`src/rtl/rtc_set_ctrl.sv`:
```
// rtc_set_ctrl: hh:mm:ss timekeeping core with in-place field editing via mode/inc/dec buttons.
// Define RTC_SET_CTRL_AUTO_REPEAT_EN to enable auto-repeat of a held inc/dec button while editing.
module rtc_set_ctrl #(
  parameter int unsigned TICK_CYCLES   = 100_000_000,
  parameter int unsigned BLINK_CYCLES  = 25_000_000,
  parameter int unsigned HOURS_MOD     = 24,
  parameter int unsigned REPEAT_DELAY  = 50_000_000,
  parameter int unsigned REPEAT_PERIOD = 10_000_000
) (
  input  logic       clk_100MHz_i,
  input  logic       reset_i,
  input  logic       inc_i,
  input  logic       dec_i,
  input  logic       mode_i,
  output logic [5:0] seconds_o,
  output logic [5:0] minutes_o,
  output logic [4:0] hours_o,
  output logic [1:0] field_sel_o,
  output logic       editing_o,
  output logic       blink_o,
  output logic       tick_o
);

  localparam int unsigned PRESC_W = (TICK_CYCLES > 1) ? $clog2(TICK_CYCLES) : 1;
  localparam int unsigned BLINK_W = (BLINK_CYCLES > 1) ? $clog2(BLINK_CYCLES) : 1;

  localparam logic [PRESC_W-1:0] PRESC_LAST = PRESC_W'(TICK_CYCLES - 1);
  localparam logic [BLINK_W-1:0] BLINK_LAST = BLINK_W'(BLINK_CYCLES - 1);
  localparam logic [5:0]         SEXA_MAX   = 6'd59;
  localparam logic [5:0]         HOUR_MAX   = 6'(HOURS_MOD - 1);

  if (HOURS_MOD != 12 && HOURS_MOD != 24) begin : g_bad_hours_mod
    $error("rtc_set_ctrl: HOURS_MOD must be 12 or 24");
  end
  if (TICK_CYCLES == 0 || BLINK_CYCLES == 0 || REPEAT_DELAY == 0 || REPEAT_PERIOD == 0)
  begin : g_bad_cycles
    $error("rtc_set_ctrl: cycle parameters must be non-zero");
  end

  typedef enum logic [1:0] {
    RUN    = 2'd0,
    SET_HH = 2'd1,
    SET_MM = 2'd2,
    SET_SS = 2'd3
  } state_e;

  state_e               state_q;
  state_e               state_nxt;
  logic [PRESC_W-1:0]   presc_q;
  logic [BLINK_W-1:0]   blink_cnt_q;
  logic                 blink_q;
  logic                 tick_q;
  logic                 editing_q;
  logic [1:0]           field_sel_q;
  logic [5:0]           sec_q, sec_d;
  logic [5:0]           min_q, min_d;
  logic [4:0]           hr_q, hr_d;
  logic                 inc_prev_q, dec_prev_q, mode_prev_q;

  logic inc_press, dec_press, mode_press;
  logic in_set, run_tick;
  logic step_up, step_dn;
  logic rep_up, rep_dn;

  function automatic logic [5:0] wrap_inc(input logic [5:0] v, input logic [5:0] top);
    return (v == top) ? 6'd0 : v + 6'd1;
  endfunction

  function automatic logic [5:0] wrap_dec(input logic [5:0] v, input logic [5:0] top);
    return (v == 6'd0) ? top : v - 6'd1;
  endfunction

  assign inc_press  = inc_i  & ~inc_prev_q;
  assign dec_press  = dec_i  & ~dec_prev_q;
  assign mode_press = mode_i & ~mode_prev_q;

  assign in_set   = (state_q != RUN);
  assign run_tick = (state_q == RUN) && (presc_q == PRESC_LAST);

  // A mode press always wins over a simultaneous inc/dec; inc+dec together cancel.
  assign step_up = in_set && !mode_press && ((inc_press && !dec_press) || rep_up);
  assign step_dn = in_set && !mode_press && ((dec_press && !inc_press) || rep_dn);

`ifdef RTC_SET_CTRL_AUTO_REPEAT_EN
  localparam int unsigned REP_MAX = (REPEAT_DELAY > REPEAT_PERIOD) ? REPEAT_DELAY : REPEAT_PERIOD;
  localparam int unsigned HOLD_W  = (REP_MAX > 1) ? $clog2(REP_MAX) : 1;
  localparam logic [HOLD_W-1:0] DELAY_LAST  = HOLD_W'(REPEAT_DELAY - 1);
  localparam logic [HOLD_W-1:0] PERIOD_LAST = HOLD_W'(REPEAT_PERIOD - 1);

  logic [HOLD_W-1:0] hold_q, hold_d;
  logic              rep_phase_q, rep_phase_d;
  logic              rep_armed_q, rep_armed_d;
  logic              rep_fire;

  // Hold counter runs only while exactly one button stays down after its own press in a SET state.
  always_comb begin
    hold_d      = hold_q;
    rep_phase_d = rep_phase_q;
    rep_armed_d = rep_armed_q;
    rep_fire    = 1'b0;
    if (!in_set || mode_press || inc_press || dec_press || (inc_i == dec_i)) begin
      hold_d      = '0;
      rep_phase_d = 1'b0;
      rep_armed_d = in_set && !mode_press && (inc_press ^ dec_press);
    end else if (rep_armed_q) begin
      if (hold_q == (rep_phase_q ? PERIOD_LAST : DELAY_LAST)) begin
        hold_d      = '0;
        rep_phase_d = 1'b1;
        rep_fire    = 1'b1;
      end else begin
        hold_d = hold_q + HOLD_W'(1);
      end
    end
  end

  always_ff @(posedge clk_100MHz_i or posedge reset_i) begin
    if (reset_i) begin
      hold_q      <= '0;
      rep_phase_q <= 1'b0;
      rep_armed_q <= 1'b0;
    end else begin
      hold_q      <= hold_d;
      rep_phase_q <= rep_phase_d;
      rep_armed_q <= rep_armed_d;
    end
  end

  assign rep_up = rep_fire & inc_i;
  assign rep_dn = rep_fire & dec_i;
`else
  assign rep_up = 1'b0;
  assign rep_dn = 1'b0;
`endif

  always_comb begin
    unique case (state_q)
      RUN:     state_nxt = SET_HH;
      SET_HH:  state_nxt = SET_MM;
      SET_MM:  state_nxt = SET_SS;
      default: state_nxt = RUN;
    endcase
  end

  // Next time value: carry chain on a tick, single-field wrap on an edit step.
  always_comb begin
    sec_d = sec_q;
    min_d = min_q;
    hr_d  = hr_q;
    if (run_tick) begin
      sec_d = wrap_inc(sec_q, SEXA_MAX);
      if (sec_q == SEXA_MAX) begin
        min_d = wrap_inc(min_q, SEXA_MAX);
        if (min_q == SEXA_MAX) begin
          hr_d = 5'(wrap_inc({1'b0, hr_q}, HOUR_MAX));
        end
      end
    end else if (step_up || step_dn) begin
      unique case (state_q)
        SET_HH:  hr_d  = step_up ? 5'(wrap_inc({1'b0, hr_q}, HOUR_MAX))
                                 : 5'(wrap_dec({1'b0, hr_q}, HOUR_MAX));
        SET_MM:  min_d = step_up ? wrap_inc(min_q, SEXA_MAX) : wrap_dec(min_q, SEXA_MAX);
        SET_SS:  sec_d = step_up ? wrap_inc(sec_q, SEXA_MAX) : wrap_dec(sec_q, SEXA_MAX);
        default: ;
      endcase
    end
  end

  always_ff @(posedge clk_100MHz_i or posedge reset_i) begin
    if (reset_i) begin
      state_q     <= RUN;
      presc_q     <= '0;
      blink_cnt_q <= '0;
      blink_q     <= 1'b0;
      tick_q      <= 1'b0;
      editing_q   <= 1'b0;
      field_sel_q <= 2'd0;
      sec_q       <= 6'd0;
      min_q       <= 6'd0;
      hr_q        <= 5'd0;
      inc_prev_q  <= 1'b1;
      dec_prev_q  <= 1'b1;
      mode_prev_q <= 1'b1;
    end else begin
      inc_prev_q  <= inc_i;
      dec_prev_q  <= dec_i;
      mode_prev_q <= mode_i;
      sec_q       <= sec_d;
      min_q       <= min_d;
      hr_q        <= hr_d;
      tick_q      <= run_tick;

      if (mode_press) begin
        state_q     <= state_nxt;
        field_sel_q <= 2'(state_nxt);
        editing_q   <= (state_nxt != RUN);
        presc_q     <= '0;
        blink_cnt_q <= '0;
        blink_q     <= (state_nxt != RUN);
      end else if (state_q == RUN) begin
        presc_q <= run_tick ? '0 : presc_q + PRESC_W'(1);
      end else begin
        presc_q <= '0;
        // Restart the blink phase on each step so the new value is shown immediately.
        if (step_up || step_dn) begin
          blink_cnt_q <= '0;
          blink_q     <= 1'b1;
        end else if (blink_cnt_q == BLINK_LAST) begin
          blink_cnt_q <= '0;
          blink_q     <= ~blink_q;
        end else begin
          blink_cnt_q <= blink_cnt_q + BLINK_W'(1);
        end
      end
    end
  end

  assign seconds_o   = sec_q;
  assign minutes_o   = min_q;
  assign hours_o     = hr_q;
  assign field_sel_o = field_sel_q;
  assign editing_o   = editing_q;
  assign blink_o     = blink_q;
  assign tick_o      = tick_q;

endmodule
```
`config.mk`:
```
export PLATFORM = sky130hd
export DESIGN_NAME = rtc_set_ctrl
export DESIGN_NICKNAME = d
export VERILOG_FILES = /design/src/rtl/rtc_set_ctrl.sv
export SDC_FILE = /design/constraint.sdc
export NUM_CORES = 1
export LEC_CHECK = 0
export CAP_MARGIN = 0
export CORE_ASPECT_RATIO = 1.2
export CORE_MARGIN = 5
export CORE_UTILIZATION = 60
export CTS_CLUSTER_DIAMETER = 100
export DETAILED_ROUTE_END_ITERATION = 8
export PLACE_DENSITY = 0.8
export SKIP_LAST_GASP = 1
export SYNTH_ARGS = -nofsm -noshare
export SYNTH_HDL_FRONTEND = slang
export SYNTH_SLANG_ARGS = --single-unit
```
`constraint.sdc`:
```
create_clock -name clk_100MHz_i -period 3.6 [get_ports clk_100MHz_i]
set_input_delay 0.72 -clock clk_100MHz_i [delete_from_list [all_inputs] [get_ports clk_100MHz_i]]
set_output_delay 0.72 -clock clk_100MHz_i [all_outputs]
set_load 0.02 [all_outputs]
```
==> reports/metrics.yaml <==
grt_pass1_vias: 3778
crit_path_end_kind: "flop"
worst_pin_slew_ns: 1.157
core_mm2: 0.007576
areaGrowthSynthToFinish_pct: 11.30
p_int_mw: 1.840
drc: 0
finalCriticalPeriod_ns: 2.871
syn-cell-area_mm2: 0.004616
path_class: "reg -> reg"
num_vias: 3890
cts-root-buf: "clkbuf_8"
die_h_um: 106.1
crit_arrival_ns: 3.14
cap_violations: 0
final_cell_mix: "74 x dfrtp_1, 59 x nor2_1, 34 x nand3_1, 33 x xor2_1, 32 x nand2_1"
ios: 27
ys.flop_type: "dfrtp_1"
die_x_um: 90.07
cts_sinks: 77
maxSlewHeadroom: 0.2216
portBuffers: 26
ys_top_cells_by_area: "dfrtp_1 40%, xor2_1 6.3%, nor2_1 4.8%"
syn_inst: 492
leakage_nw: 2.174
cts_buffers: 9
outcome: "finished clean"
synth_area_leader_cell: "dfrtp_1"
finalCritPeriodShare: 0.7974
ys_seq_area_frac: 0.4183
pre_cts_slack_ns: 0.5526
rsz0062_at_grt: "false"
grt_max_degree: 31
cts_setup_buffers: 0
crit_path_max_fanout: 14
wire_per_inst_um: 16.61
drt_iter0_drc: 189
synth_edf_count: 0
final_common_cell: "dfrtp_1"
num_rows: 35
p_per_area_mw_per_mm2: 583.3
finClkSkew_ns: 0.009625
syn_nets: 512
peakVddDrop_mv: 0.3621
cts.path.max_buffers: 2
hold_slack_ns: 0.5022
wl_mm: 10.21
grt.overflow.total: 0
drv_slew: 0
power.switching_mw: 1.156
initial_core_util: 0.6092
synth_top_area_frac: 0.4012
hold_class: "reg -> reg"
utilization: 0.6781
start_kind: "flop"
tns_ns: 0
postRouteAntennaNets: 0
min_from: "blink_cnt_q[23]$_DFFE_PP0P_"
nets: 538
avgSynthCellArea_um2: 9.381
clock.fmax_mhz: 348.4
dieArea_mm2: 0.009554
timing.final.hold_violations: 0
clkLatencyLatePin_ns: 0.35
drive_gt1_frac: 0.07839
critPathLaunch: "field_sel_o[0]$_DFFE_PP0P_"
yosysWarnings: 0
antenna_found_initial: 0
p_comb_frac: 0.376
rr_startpoint: "field_sel_o[0]$_DFFE_PP0P_"
grt_usage: 0.2207
grt_pass1_wl_mm: 17.64
synth.distinct_cells: 67
hold_buffers: 0
dpl.hpwl_mm: 7.206
htree_levels: 3
globalplace.congestion: 0.8797
p_seq_frac: 0.406
layout_setup_ws_ns: 0.7294
vias_per_cell: 6.325
dr.pass1.iters: 5
cts_resized: 0
clkPwrFrac: 0.218
num_antenna_cells: 0
synth-seq-cells: 77
setup_viol: 0
clkSlewWorstSetupHoldPaths_ns: 0.08
p_sw_frac: 0.3859
cts_tree: "yes"
cp.required_ns: 3.87
async_reset_ff_frac: 1.000
[area by class of cell]
cell class,instances,area (µm²)
Fill cell,602,2439
Clock inverter,4,47.55
Timing Repair Buffer,35,327.8
Multi-Input combinational cell,380,2515
Clock buffer,12,145.1
Sequential cell,77,1931
Inverter,15,56.30
Tap cell,92,115.1
[metal layers]
metal  routed length (µm)  global-route usage  vias to the layer above
li1                     -                   -                     1834
met1                 4155              0.2587                     1920
met2                 5359              0.3938                      114
met3                  486             0.04529                       22
met4                  213             0.08617                        0
met5                    0                   0                        -
[power by group through the flow]
stage          logic, mW  registers (mW)  clock network [mW]
3_3_place_gp        1.09            1.22                   0
5_1_grt             1.24            1.24               0.704
2_1_floorplan      0.711            1.25                   0
6_report            1.13            1.22               0.652
4_1_cts             1.13            1.21               0.663
3_5_place_dp        1.12            1.23                   0
[critical path, stage by stage, from the launching register on]
cell and delay (ns):
dfrtp_1 0.44, inv_1 0.12, ha_1 0.42, nand3b_1 0.16, nor4_1 0.39, nand2_1 0.36
o31ai_1 0.63, mux2i_1 0.25
[stage by stage]
| step | cell area (µm²) | instances | power [mW] |
|---|---|---|---|
| final | 5137 | 615 | 2.997 |
| after detailed placement | 4945 | 599 | 2.352 |
| after CTS | 5137 | 615 | 3.009 |
| after global placement | 4945 | 599 | 2.306 |
| after global routing | 5137 | 615 | 3.181 |
| after floorplan | 4616 | 492 | 1.966 |
[state kept, by name (all words and copies together), names as in the netlist]
signal       count
blink_cnt_q     25
blink_o          1
dec_prev_q       1
editing_o        1
field_sel_o      2
hours_o          5
inc_prev_q       1
minutes_o        6
mode_prev_q      1
presc_q         27
seconds_o        6
tick_o           1
[Yosys cell counts (5+ instances only)]
cell type and instances:
nor2b_1 9, and4_1 8, nor2_1 59, nand3_1 34, o21ai_0 6, ha_1 15
nand2_1 32, nor4_1 5, clkbuf_1 10, xnor2_1 20, o22ai_1 5, and3_1 14
dfrtp_1 74, a21oi_1 14, mux2i_1 11, inv_1 14, or3_1 5, nand4_1 23
xor2_1 33, nor3_1 13
[kinds of logic (layout without fill, tap and decap cells)]
group | Yosys count | after routing | share of synthesized area
xor gates and xnor gates | 53 | 53 | 0.1006
DFF | 77 | 77 | 0.4183
muxes | 15 | 15 | 0.03361
AOI/OAI and AO/OA | 71 | 71 | 0.1109
and+or+nand+nor | 226 | 226 | 0.2591
adders and majority gates | 15 | 15 | 0.04066
buffers and inverters | 35 | 66 | 0.03687
[path summary, 6_finish.rpt]
path,endpoint,slack (ns),depth (start not counted)
setup / recovery,hours_o[1]$_DFFE_PP0P_,0.73,7
max in group asynchronous,mode_prev_q$_DFF_PP1_,2.03,3
hold reg to reg,blink_cnt_q[23]$_DFFE_PP0P_,0.50,1
setup reg to reg,hours_o[1]$_DFFE_PP0P_,0.73,7
hold / removal,blink_cnt_q[23]$_DFFE_PP0P_,0.50,1
min in group asynchronous,presc_q[16]$_DFF_PP0_,0.76,2
Note: power is estimated with default switching activity, not from simulation.
